**src/rtl/serial_adder_pkg.sv**
```systemverilog
// -----------------------------------------------------------------------------
// serial_adder_pkg
//   Shared types and helpers for the bit-serial adder.
//   - sa_state_t : controller states (idle / shifting / result held)
//   - cnt_width  : width of the bit counter for a given operand width
//   Optional feature macro used by the adder: SERIAL_ADDER_OVF_EN
// -----------------------------------------------------------------------------
package serial_adder_pkg;

   typedef enum logic [1:0] {
      ST_IDLE,
      ST_SHIFT,
      ST_DONE
   } sa_state_t;

   // The bit counter only has to reach WIDTH-1, so $clog2(WIDTH) bits suffice.
   // A floor of one bit keeps the declaration legal for tiny widths.
   function automatic int cnt_width(input int width);
      return (width > 1) ? $clog2(width) : 1;
   endfunction

endpackage

```
**src/rtl/serial_adder_full_adder.sv**
```systemverilog
// -----------------------------------------------------------------------------
// serial_adder_full_adder
//   Single-bit full adder cell used by the serial adder; purely combinational.
//   Ports:
//     a, b  in  1  addend bits
//     cin   in  1  carry in
//     s     out 1  sum bit
//     cout  out 1  carry out
// -----------------------------------------------------------------------------
module serial_adder_full_adder (
   input  logic a,
   input  logic b,
   input  logic cin,
   output logic s,
   output logic cout
);

   // Classic majority / parity formulation of one adder bit.
   always_comb begin
      s    = a ^ b ^ cin;
      cout = (a & b) | (a & cin) | (b & cin);
   end

endmodule

```
**src/rtl/serial_adder.sv**
```systemverilog
// -----------------------------------------------------------------------------
// serial_adder
//   Bit-serial WIDTH-bit adder. Operands are accepted over a valid/ready
//   handshake, added LSB-first one bit per clock through one full-adder cell
//   and a carry flop, and the result is offered over a second handshake.
//   Optional feature macro: SERIAL_ADDER_OVF_EN adds the signed-overflow
//   output ovf.
//   Ports:
//     clk        in   1      rising-edge clock
//     rst_n      in   1      synchronous active-low reset
//     in_valid   in   1      operands valid
//     in_ready   out  1      adder idle and able to accept operands
//     a, b       in   WIDTH  unsigned operands
//     cin        in   1      carry in
//     out_valid  out  1      sum/cout (and ovf) valid
//     out_ready  in   1      consumer takes the result
//     sum        out  WIDTH  (a + b + cin) mod 2^WIDTH
//     cout       out  1      carry out of the MSB
//     ovf        out  1      signed overflow (SERIAL_ADDER_OVF_EN only)
// -----------------------------------------------------------------------------
module serial_adder
   import serial_adder_pkg::*;
#(
   parameter int WIDTH = 8
) (
   input  logic             clk,
   input  logic             rst_n,
   input  logic             in_valid,
   output logic             in_ready,
   input  logic [WIDTH-1:0] a,
   input  logic [WIDTH-1:0] b,
   input  logic             cin,
   output logic             out_valid,
   input  logic             out_ready,
   output logic [WIDTH-1:0] sum,
   output logic             cout
`ifdef SERIAL_ADDER_OVF_EN
   ,
   output logic             ovf
`endif
);

   localparam int             CW       = cnt_width(WIDTH);
   localparam logic [CW-1:0]  CNT_LAST = CW'(WIDTH - 1);

   sa_state_t        state_q, state_d;
   logic [WIDTH-1:0] a_sh_q, a_sh_d;
   logic [WIDTH-1:0] b_sh_q, b_sh_d;
   logic [WIDTH-1:0] sum_q, sum_d;
   logic [CW-1:0]    cnt_q, cnt_d;
   logic             carry_q, carry_d;
   logic             cout_q, cout_d;
   logic             in_ready_q, in_ready_d;
   logic             out_valid_q, out_valid_d;
`ifdef SERIAL_ADDER_OVF_EN
   logic             ovf_q, ovf_d;
`endif

   logic             fa_s;
   logic             fa_c;

   serial_adder_full_adder u_fa (
      .a    (a_sh_q[0]),
      .b    (b_sh_q[0]),
      .cin  (carry_q),
      .s    (fa_s),
      .cout (fa_c)
   );

   // Next-state logic for the controller and datapath. Handshake outputs are
   // computed here and registered, so in_ready/out_valid change only on edges;
   // in particular in_ready stays low in DONE, so an operand presented during
   // the output handshake is only taken the cycle after returning to IDLE.
   always_comb begin
      state_d     = state_q;
      a_sh_d      = a_sh_q;
      b_sh_d      = b_sh_q;
      sum_d       = sum_q;
      cnt_d       = cnt_q;
      carry_d     = carry_q;
      cout_d      = cout_q;
      in_ready_d  = in_ready_q;
      out_valid_d = out_valid_q;
`ifdef SERIAL_ADDER_OVF_EN
      ovf_d       = ovf_q;
`endif
      case (state_q)
         ST_IDLE: begin
            if (in_valid && in_ready_q) begin
               a_sh_d     = a;
               b_sh_d     = b;
               carry_d    = cin;
               cnt_d      = '0;
               in_ready_d = 1'b0;
               state_d    = ST_SHIFT;
`ifdef SERIAL_ADDER_OVF_EN
               ovf_d      = 1'b0;
`endif
            end
         end
         ST_SHIFT: begin
            // Sum bits enter at the top and walk down, so after WIDTH shifts
            // bit 0 of the result sits at sum[0].
            carry_d = fa_c;
            a_sh_d  = a_sh_q >> 1;
            b_sh_d  = b_sh_q >> 1;
            sum_d   = {fa_s, sum_q[WIDTH-1:1]};
            cnt_d   = cnt_q + CW'(1);
            if (cnt_q == CNT_LAST) begin
               cout_d      = fa_c;
               out_valid_d = 1'b1;
               state_d     = ST_DONE;
`ifdef SERIAL_ADDER_OVF_EN
               // carry_q is the carry into the MSB stage on this last edge.
               ovf_d       = fa_c ^ carry_q;
`endif
            end
         end
         ST_DONE: begin
            if (out_ready) begin
               out_valid_d = 1'b0;
               in_ready_d  = 1'b1;
               state_d     = ST_IDLE;
            end
         end
         default: begin
            out_valid_d = 1'b0;
            in_ready_d  = 1'b1;
            state_d     = ST_IDLE;
         end
      endcase
   end

   // State register with synchronous active-low reset; a reset in any state
   // abandons the operation in flight and returns to an accepting IDLE.
   always_ff @(posedge clk) begin
      if (!rst_n) begin
         state_q     <= ST_IDLE;
         a_sh_q      <= '0;
         b_sh_q      <= '0;
         sum_q       <= '0;
         cnt_q       <= '0;
         carry_q     <= 1'b0;
         cout_q      <= 1'b0;
         in_ready_q  <= 1'b1;
         out_valid_q <= 1'b0;
`ifdef SERIAL_ADDER_OVF_EN
         ovf_q       <= 1'b0;
`endif
      end else begin
         state_q     <= state_d;
         a_sh_q      <= a_sh_d;
         b_sh_q      <= b_sh_d;
         sum_q       <= sum_d;
         cnt_q       <= cnt_d;
         carry_q     <= carry_d;
         cout_q      <= cout_d;
         in_ready_q  <= in_ready_d;
         out_valid_q <= out_valid_d;
`ifdef SERIAL_ADDER_OVF_EN
         ovf_q       <= ovf_d;
`endif
      end
   end

   assign in_ready  = in_ready_q;
   assign out_valid = out_valid_q;
   assign sum       = sum_q;
   assign cout      = cout_q;
`ifdef SERIAL_ADDER_OVF_EN
   assign ovf       = ovf_q;
`endif

endmodule

```
**config.mk**
```make
export PLATFORM = sky130hd
export DESIGN_NAME = serial_adder
export DESIGN_NICKNAME = d
export VERILOG_FILES = /design/src/rtl/serial_adder_pkg.sv /design/src/rtl/serial_adder_full_adder.sv /design/src/rtl/serial_adder.sv
export SDC_FILE = /design/constraint.sdc
export NUM_CORES = 1
export LEC_CHECK = 0
export ABC_AREA = 1
export CORE_MARGIN = 4
export CORE_UTILIZATION = 51
export DETAILED_ROUTE_END_ITERATION = 8
export PLACE_DENSITY = 0.84
export SYNTH_ARGS = -nofsm -noshare
export SYNTH_HDL_FRONTEND = slang
export SYNTH_SLANG_ARGS = --single-unit
```
**constraint.sdc**
```tcl
create_clock -name clk -period 1.8 [get_ports clk]
set_clock_uncertainty 0.15 [all_clocks]
set_input_delay 0.45 -clock clk [delete_from_list [all_inputs] [get_ports clk]]
set_output_delay 0.45 -clock clk [all_outputs]
set_load 0.02 [all_outputs]
```
* Word level (Yosys, flattened, before mapping)
Index checks and enable logic that the tools add are counted.
** Word-level totals
- Input bits :: 21
- Logic and storage cells :: 51
- Bits in registers :: 33
- Output and inout bits :: 11
** Cells by class
- Bitwise operators :: 9
- Reductions and logical operators :: 8
- Add/subtract/negate cells :: 1
- Equality and inequality tests :: 6
- Multiplexer cells :: 18
** Operator list (count)
- 8-bit one-hot mux with 2 select lines :: 2
- 8-bit two-way mux :: 2
- 3-bit AND reduction :: 3
- 2-bit two-way mux :: 3
- 2-bit inequality test, second input constant :: 3
- 1-bit one-hot mux with 3 select lines :: 2
- 2-bit one-hot mux with 3 select lines :: 1
- 3-bit one-hot mux with 2 select lines :: 1
- 1-bit two-way mux :: 5
- 2-bit AND reduction :: 2
- 3-bit by 1-bit adder with 3-bit output, second input constant :: 1
- 1-bit bitwise AND :: 3
- 3-bit == test, second input constant :: 1
- 3-bit two-way mux :: 1
- 2-bit by 1-bit == test with 1-bit output, second input constant :: 1
- 2-bit == test, second input constant :: 1
- 2-bit logical NOT :: 1
- 1-bit NOT :: 2
- 1-bit OR :: 2
- 1-bit one-hot mux with 2 select lines :: 1
- 2-bit nonzero test :: 1
- 1-bit bitwise XOR :: 2
- 1-bit logical AND :: 1

* Depth between registers and ports, before layout
- Word-level depth :: 4
- Gate-level depth with buffers :: 7
- Mapped depth without buffers :: 7

* Cells and area by module
From an unflattened synthesis, not the netlist that was laid out.
** Unflattened totals
- Cell total of the unflattened synthesis :: 241
- Area, all modules :: 1655.3 um^2
** Modules (own cells, without submodules)
- serial_adder :: instances 1, seq. area each 660.6 um^2, area an instance 1635.3 um^2, cells each 240
- serial_adder_full_adder :: instances 1, seq. area each 0.0 um^2, area an instance 20.0 um^2, cells each 1

* Least setup slack after synthesis
OpenSTA, ideal clock, no wires.
- Path kind :: reg2reg
- From :: reg in_ready_q, in the netlist in_ready
- To :: reg a_sh_q[2]
- Arrival :: 1.104 ns
- Required time :: 1.538 ns
- Clock period less this slack :: 1.367 ns
- Buffers on the path :: 1
- Path slack :: 0.433 ns
- Cell stages (with the launch flop) :: 7
- Library setup time :: 0.112 ns
- Path through :: dfxtp_1 nand2_1 nor2_1 nor2_4 buf_6 nor2_1 nor2_2
** Between the ends
- Cells in the longest elaborated chain, start to end :: 3
** Ends and longest elaborated chain
- start, declared :: line serial_adder.sv:53 : logic in_ready_q, in_ready_d;
- start signal, assigned :: line serial_adder.sv:158 : in_ready_q <= in_ready_d;
- 1-bit logical AND :: line serial_adder.sv:89 : if (in_valid && in_ready_q) begin
- 2-bit inequality test (no source line)
- 2-bit AND reduction (no source line)
- end signal, assigned :: line serial_adder.sv:152 : a_sh_q <= a_sh_d;
- end, declared :: line serial_adder.sv:47 : logic [WIDTH-1:0] a_sh_q, a_sh_d;
Every way passes these cells.
A chain may end at the register's enable or synchronous reset.

* Final worst setup path
- From :: reg in_ready_q, in the netlist in_ready
- To :: out in_ready
** RTL lines
- end, declared :: line serial_adder.sv:29 : output logic in_ready,
No word-level cell between the ends.

==> results by group <==
Outcome
  • Result of the run: complete, no violations

Floorplanning
  • Starting density of the core: 0.538
  • IO Count: 32
  • Vert. Die Dim: 65.0 microns
  • Core outline area: 3080 sq um
  • Horizontal die dimension: 65.0 microns
  • Site Rows: 20
  • Die Outline Area: 4220 sq um

STA
  • Final period util: 0.938
  • Actual transition at the worst max-transition pin: 0.360 ns
  • Worst setup slack after layout: 0.111 ns
  • Rel. slew slack: 0.760
  • Hold Violations, Final: 0
  • Final setup violation count: 0
  • RSZ-0062 raised after global routing: false
  • Maximum operating frequency: 592 MHz
  • Hold_ws: 0.316 ns
  • Final total negative setup slack: 0 ns
  • Time the worst path needs with I/O delays and setup: 1.69 ns
  • Number of max-slew violations in the final report: 0

Worst setup path
  • Top Family by Delay on Critical Path: flip-flops
  • Critical path's slowest cell: dfxtp_1
  • Crit path buf inv count: 1
  • Crit path depth: 1
  • Crit. End Element: output port
  • Arrival time of the worst setup path: 1.09 ns
  • Crit start category: flop
  • WP data required: 1.20 ns
  • Largest stage delay on the critical path: 0.40 ns
  • Highest fanout seen on the critical path: 4
  • Type of the worst setup path: reg -> out
  • Logic depth of the worst register-to-register path: 4
  • Cell chain of the critical path: dlygate4sd2_1

Global route
  • Global route total overflow: 0
  • Antenna violations before repair: 0
  • Pin count of the biggest net entering global routing: 46
  • Vias in the first global route: 1,415
  • Total global-route track usage: 0.179
  • Wire length of the first global-routing pass: 5950 microns

Cells and area
  • Final net count: 296
  • Number of standard cells in the final layout excluding fillers: 317
  • N_diodes: 0
  • Proportion of layout cells with a drive suffix above 1: 0.0916
  • Summed area of non-filler cells in the final layout: 2050 sq um
  • Area growth syn-to-layout: 23.8%

Drt
  • Via/cell ratio: 4.77
  • Post-route antenna net violation count: 0
  • Detailed-route via count: 1,511
  • Total iterations of the first detailed-routing run: 4
  • Number of remaining DRC errors: 0
  • DRT iter0 DRCs: 71
  • Routed len/inst: 10.6 microns
  • Total Wirelength: 3350 microns

CTS
  • Cell chosen for the clock root: clkbuf_4
  • Clock buffers created by TritonCTS: 5
  • CTS tree: built
  • Deepest clock path buffer count: 2
  • Number of clock sinks: 33
  • H-tree level count: 2
  • Clock Latency Late Sink: 0.34 ns
  • Clock-pin transition on the worst setup and hold timing paths: 0.11 ns

Synth
  • Share of the yosys chip area belonging to registers: 0.399
  • Synthesized instance count: 241
  • Count of state elements after synthesis: 33
  • Area share of the largest cell type after synthesis: 0.399
  • Share of async-settable or async-resettable flops after synthesis: 0
  • Mapped Area: 1660 sq um
  • Post-synthesis average cell area: 6.87 sq um
  • Most instantiated cells after synthesis: 62 x nand2_1, 45 x nor2_1, 36 x nand3_1, 33 x dfxtp_1, 20 x inv_1
  • Ranking of synthesized cells by area: dfxtp_1 40%, nand2_1 14%, nand3_1 11%
  • Number of enable flip-flop cells after synthesis: 0
  • Warnings, synthesis: 0
  • Top-count cell post-synth: nand2_1
  • Commonest register cell after synthesis: dfxtp_1
  • Dominant cell type by area after synthesis: dfxtp_1
  • Number of distinct library cells after synthesis: 20
  • Post-synthesis net count: 265

Placement
  • Cell Count Post-Placement: 309
  • Worst setup slack after placement: -0.00171 ns
  • PortBufs: 31
  • Routability cong.: 0.740
  • Post-DP HPWL: 2270 microns
  • Total placed instance area: 1980 sq um

Pwr
  • Share of power burned in the clock network: 0.323
  • IR Drop Worst-Case VDD: 0.515 mV
  • Leakage power of the design: 0.000986 uW
  • Net Sw Frac: 0.284
  • Comb pwr share: 0.214
  • Power dissipated by switching net loads: 515 uW
  • Register share of total power: 0.463
  • PwrDens: 884 nW/um^2
  • Internal: 1300 uW

Job
  • Number of violations of the max-capacitance limit: 0

Hold path
  • Number of stages on the worst hold path: 2
  • Path category of the worst min-delay check: reg -> reg
worst reg2reg max path, cell delays in order, from the launching register on:
cell     delay, ns
dfxtp_1       0.41
inv_4         0.22
nand2_8       0.21
or2_2         0.33
a21oi_1       0.11
sequential cells by signal, summed over array words and instances (netlist names):
| register | cells |
|---|---|
| a_sh_q | 8 |
| b_sh_q | 8 |
| sum | 8 |
| cnt_q | 3 |
| state_q | 2 |
| carry_q | 1 |
| cout | 1 |
| in_ready | 1 |
| out_valid | 1 |
layout by cell type, fill, tap and decap left out, types with 2 or more instances in the layout:
master,n
a21oi_1,8
buf_4,6
clkbuf_4,5
clkdlybuf4s50_1,20
dfxtp_1,33
dlygate4sd2_1,11
ha_1,2
inv_1,20
nand2_1,62
nand3_1,36
nor2_1,45
nor2_2,4
nor2_4,2
o21ai_0,9
per-layer routing:
layer  part of all wire  track usage
met4              0.022       0.0818
met3              0.051       0.0485
met2               0.49        0.294
met1               0.43        0.215
met5                  0            0
stage by stage:
stage / power [uW] / util
2_1_floorplan: 1140 / -
5_1_grt: 1930 / 0.666
3_3_place_gp: 1250 / 0.642
6_report: 1810 / 0.666
3_5_place_dp: 1260 / 0.642
4_1_cts: 1830 / 0.666
power by group through the flow:
stage	Sequential, uW	Clock [uW]	Combinational [uW]
floorplan	869	0	269
global placement	853	0	394
detailed placement	857	0	403
CTS	840	596	392
global route	849	634	446
finish	839	585	389
cells by family (layout without fill, tap and decap cells):
| kind of cell | Yosys count | after routing | synth area share |
|---|---|---|---|
| adders and majority gates | 3 | 3 | 0.0272 |
| buffers and inverters | 35 | 67 | 0.116 |
| and+or+nand+nor | 153 | 153 | 0.406 |
| DFF | 33 | 33 | 0.399 |
| AOI/OAI and AO/OA | 17 | 17 | 0.0514 |
layout make-up:
cell class / count / area, sq um
inverter: 21 / 81.3
sequential: 33 / 661
tap: 44 / 55.1
fill: 290 / 1030
timing repair buffer: 38 / 362
multi-input combinational: 173 / 803
clock buffer: 6 / 51.3
clock inverter: 2 / 37.5
timing repair:
action,in CTS,in global routing
endpoints found under the setup margin,11,0
gates resized for setup,11,0
hold buffers,0,0
buffers inserted,0,0
final timing paths:
| kind | slack, ns | endpoint | start |
|---|---|---|---|
| worst min register to register | 0.32 | a_sh_q[7] | a_sh_q[7] |
| worst max-delay path | 0.11 | in_ready | in_ready |
| worst min-delay path | 0.32 | a_sh_q[7] | a_sh_q[7] |
| worst max register to register | 0.30 | state_q[0] | state_q[1] |
(Power assumes the default switching activity.)
==> variant 1, RTL diff (config.mk and constraints unchanged) <==
Build with the macro `SERIAL_ADDER_OVF_EN` defined.
--- a/src/rtl/serial_adder.sv
+++ b/src/rtl/serial_adder.sv
@@ -20,2 +20,4 @@
 // -----------------------------------------------------------------------------
+`define SERIAL_ADDER_OVF_EN
+
 module serial_adder
Function (old outputs only; new: ovf): kept (equiv_simple and equiv_induct, registers matched by name and starting in step).
==> variant 1 against the unedited design <==
Sequential power grew 3.9%; power grew 11%; worst hold slack lost 1.3 ps; non-clock buffer count is the same; worst setup slack gained 21 ps; first-iteration DRC count grew 14%; area after synthesis shrank 4.4%; routed wire length shrank 7.3%; clock power grew 25%; sequential cell count grew 1; cell area shrank 1.0%; critical path depth is the same.
==> variant 1: results (changes against the unedited design) <==
{| class="wikitable"
! Metric !! Value
|-
| Number of buffers on the longest clock path || 2 (unchanged)
|-
| N_diodes || 0 (unchanged)
|-
| HPWL after detailed placement || 2082 um (-8.4%)
|-
| Number of port buffers || 32 (+3.2%)
|-
| Delay of the slowest cell on the worst path || 370 ps (-30 ps)
|-
| Maximum net fanout on the critical path || 3 (-1)
|-
| Endpoint arrival time on the critical path || 1070 ps (-20 ps)
|-
| Clock transition at the registers of the reported paths || 110 ps (about the same)
|-
| Total cell area at the placement stage || 1933 sq um (-2.2%)
|-
| Initial antenna violation count || 0 (unchanged)
|-
| DRT iter0 DRCs || 81 (+14%)
|-
| Slowest stage cell on the critical path || sky130_fd_sc_hd__dfxtp_1
|-
| Routed wire length || 3101 um (-7.3%)
|-
| Netlist cell types || 18 (-10%)
|-
| Share of synthesized area spent on multiplexers || 0% (unchanged)
|-
| Via count of the first global-routing pass || 1,335 (-5.7%)
|-
| Vias per std cell || 4.779 (+0.26%)
|-
| Most area-consuming cells after synthesis || sky130_fd_sc_hd__dfxtp_1 43%, sky130_fd_sc_hd__nand2_1 23%, sky130_fd_sc_hd__nor2_1 11%
|-
| Arithmetic-cell share of the synthesized area counting full adders, half adders and majority gates || 2.844% (+0.12 points)
|-
| Tot GR Track Use || 16.81% (-1.0 points)
|-
| Run status || completed
|-
| First-pass GRT wire length || 5423 um (-8.9%)
|-
| Fraction of the mapped netlist area in compound gates || 6.319% (+1.2 points)
|-
| Worst Setup Slack post-DPL || 21.83 ps (+23.54 ps)
|-
| Leakage Power || 1.036 nW (+5.1%)
|-
| Sequential cell area fraction in the yosys report || 42.97% (+3.1 points)
|-
| Maximum number of pins on one net before global-route repair || 31 (-33%)
|-
| # placed instances || 304 (-1.6%)
|-
| Dominant delay contributor by cell family on the critical path || flip-flops
|-
| Fraction of layout cells with a size suffix above 1 || 6.050% (-3.1 points)
|-
| Number of remaining DRC errors || 0 (unchanged)
|-
| Top cells by instance count after synthesis || 95 x sky130_fd_sc_hd__nand2_1, 48 x sky130_fd_sc_hd__nor2_1, 34 x sky130_fd_sc_hd__dfxtp_1
|-
| Final Instance Count excl. Fillers || 312 (-1.6%)
|-
| Total of warnings raised by yosys || 0 (unchanged)
|-
| Synthesized net count || 269 (+1.5%)
|-
| Cell count after synthesis || 245 (+1.7%)
|-
| Largest vdd supply drop || 0.9077 mV (+76%)
|-
| RePlAce Congestion || 0.8800 (+19%)
|-
| Transition time at the pin with the least slew margin || 489.4 ps (+129.7 ps)
|}
-- variant 1: cell families (layout without fill, tap and decap cells) --
family,count (synthesis),after routing
AO/OA/AOI/OAI,20,20
adder cells (fa/ha/maj),3,3
buffers and inverters,35,71
flip-flops,34,34
AND/OR/NAND/NOR,153,153
-- variant 1: area by class of cell --
cell class	instances	area, sq um
Multi-Input combinational cell	176	742.0
Clock buffer	6	51.30
Tap cell	31	38.79
Sequential cell	34	680.7
Inverter	25	93.84
Clock inverter	2	60.06
Timing Repair Buffer	38	362.8
Fill cell	266	823.3
-- variant 1: worst paths after layout --
| kind | startpoint | depth (start not counted) | to | slack, ps |
|---|---|---|---|---|
| worst max register to register | state_q[1] | 4 | cnt_q[1] | 300 |
| worst min-delay path | in_ready | 2 | in_ready | 310 |
| worst min register to register | in_ready | 2 | in_ready | 310 |
| worst max-delay path | sum[6] | 1 | sum[6] | 130 |
-- variant 1: where the power goes --
group	switching [mW]	internal (mW)	total [mW]	leakage, nW
combinational	0.237	0.178	0.414	0.697
clock	0.261	0.470	0.731	0.0585
sequential	0.0445	0.828	0.872	0.280
-- variant 1: per-stage QoR --
stage               utilization (%)  power [mW]  hold WS (ps)
detailed placement            67.76       1.321         306.0
global placement              67.76       1.311         302.1
CTS                           71.14       2.039         319.3
finish                        71.14       2.018         314.6
floorplan                         -       1.178         309.3
global route                  71.14       2.146         362.2
-- variant 1: what timing repair did --
action / CTS / global route
hold buffers: 0 / 0
gates resized for setup: 12 / 0
endpoints found under the setup margin: 12 / 0
-- variant 1: layer usage --
layer	GRT usage, %	share of wire (%)	routed length (um)
met2	28.55	47	1462
met1	19.41	45	1400
met5	0	0	0
met3	4.378	5.7	176
met4	8.895	2.0	61
==> variant 2, RTL diff (same settings) <==
Without the edit above. Make the reset (`rst_n`) asynchronous in one clocked block. Comments in the files are not updated.
--- a/src/rtl/serial_adder.sv
+++ b/src/rtl/serial_adder.sv
@@ -135,3 +135,3 @@
    // abandons the operation in flight and returns to an accepting IDLE.
-   always_ff @(posedge clk) begin
+   always_ff @(posedge clk or negedge rst_n) begin
       if (!rst_n) begin
Check against the original RTL: differs if rst_n is asserted again (counterexample within 4 cycles, from zero or initial values and one cycle with rst_n low); with rst_n held inactive, the same outputs for 10 cycles.
==> variant 2 against the unedited design <==
Worst setup slack gained 33 ps; area after synthesis shrank 3.1%; maximum frequency grew 2.0%; register-to-register slack lost 40 ps; cell area shrank 2.7%; sequential cell count is the same; routed wire length shrank 6.7%; synthesized cell count shrank 19%; critical endpoint is now sum[5]; highest routed layer unchanged.
Power is not compared: it rests on default switching activity, and its combinational part moved more than twofold at a synthesized area within 25%.
==> variant 2: results (changes against the unedited design) <==
{| class="wikitable"
! Metric !! Value
|-
| Sequential cell area fraction in the yosys report || 51.52% (+12 points)
|-
| Async set-reset flop share out of synthesis || 100.0% (+100 points)
|-
| DRT iter0 DRCs || 98 (+38%)
|-
| Arithmetic-cell share of the synthesized area counting full adders, half adders and majority gates || 2.806% (+0.087 points)
|-
| Synthesized net count || 220 (-17%)
|-
| Worst Reg2Reg Path Length in Cells || 7 (+3)
|-
| Netlist cell types || 19 (-5.0%)
|-
| Dominant delay contributor by cell family on the critical path || flip-flops
|-
| Maximum number of pins on one net before global-route repair || 34 (-26%)
|-
| Crit Reg-Reg Endpoint || b_sh_q[5]
|-
| Hold crit path type || in -> async
|-
| Average wire per cell in the routed design || 11.39 um (+8.0%)
|-
| Vias per std cell || 4.891 (+2.6%)
|-
| RePlAce Congestion || 0.7943 (+7.4%)
|-
| Filler instances || 261 (-10%)
|-
| Top cells by instance count after synthesis || 90 x sky130_fd_sc_hd__nand2_1, 38 x sky130_fd_sc_hd__nand3_1, 32 x sky130_fd_sc_hd__dfrtp_1
|-
| RR Startpoint || state_q[1]
|-
| Fraction of the mapped netlist area in compound gates || 3.196% (-1.9 points)
|-
| Most area-consuming cells after synthesis || sky130_fd_sc_hd__dfrtp_1 50%, sky130_fd_sc_hd__nand2_1 21%, sky130_fd_sc_hd__nand3_1 12%
|-
| Delay of the slowest cell on the worst path || 400 ps (about the same)
|-
| Run status || completed
|-
| Number of nets in the finished design || 253 (-15%)
|-
| Slack of the worst reg-to-reg path || 260 ps (-40 ps)
|-
| Number of cells upsized or downsized after cts || 12 (+1)
|-
| Fraction of layout cells with a size suffix above 1 || 9.130% (-0.027 points)
|-
| HPWL after detailed placement || 2215 um (-2.6%)
|-
| Tot GR Track Use || 16.33% (-1.5 points)
|-
| Share of synthesized area spent on multiplexers || 0% (unchanged)
|-
| Via count of the first global-routing pass || 1,129 (-20%)
|-
| Maximum net fanout on the critical path || 3 (-1)
|-
| Endpoint arrival time on the critical path || 1060 ps (-30 ps)
|-
| First-pass GRT wire length || 5119 um (-14%)
|-
| Slowest stage cell on the critical path || sky130_fd_sc_hd__dfrtp_1
|-
| Transition time at the pin with the least slew margin || 315.0 ps (-44.78 ps)
|-
| Final hold slack || 313.4 ps (-2.467 ps)
|}
[variant 2: cells by family (layout without fill, tap and decap cells)]
| kind of cell | after synthesis | after routing |
|---|---|---|
| AOI/OAI and AO/OA | 9 | 9 |
| adders and majority gates | 3 | 3 |
| buffers and inverters | 18 | 52 |
| DFF | 33 | 33 |
| and+or+nand+nor | 133 | 133 |
[variant 2: how the worst max path moves through the flow]
stage	startpoint	to	slack (ps)	depth (start not counted)
after detailed placement	in_ready	in_ready	90	1
after global routing	state_q[1]	a_sh_q[6]	100	7
final	sum[5]	sum[5]	140	1
after CTS	in_ready	in_ready	10	1
after global placement	in_ready	in_ready	100	1
after floorplan	in_ready	a_sh_q[0]	500	5
[variant 2: report_power, final]
part | switching [mW] | internal, mW
sequential | 0.183 | 1.07
combinational | 0.997 | 0.616
clock | 0.234 | 0.193
[variant 2: stage by stage]
step	util, %	cells	power, mW	setup slack [ps]	instance area, sq um
after floorplan	-	196	2.526	499.2	1605
after global routing	65.91	274	3.589	95.03	1996
final	65.91	274	3.293	143.9	1996
after CTS	66.07	274	3.328	12.25	2001
after global placement	64.55	266	2.934	103.1	1954
after detailed placement	64.55	266	2.982	86.64	1954
[variant 2: area by class of cell]
class / count / share of cell area (%)
clock buffer: 8 / 2.947
sequential: 33 / 41.44
inverter: 6 / 1.254
tap: 44 / 2.759
multi-input combinational: 145 / 33.04
timing repair buffer: 38 / 18.56
[variant 2: metal layers]
layer | share of wire, % | routed length (um) | GRT usage [%]
met1 | 44 | 1372 | 21.14
met2 | 48 | 1501 | 24.26
met3 | 6.1 | 192 | 4.745
met4 | 1.8 | 55 | 9.499
met5 | 0 | 0 | 0
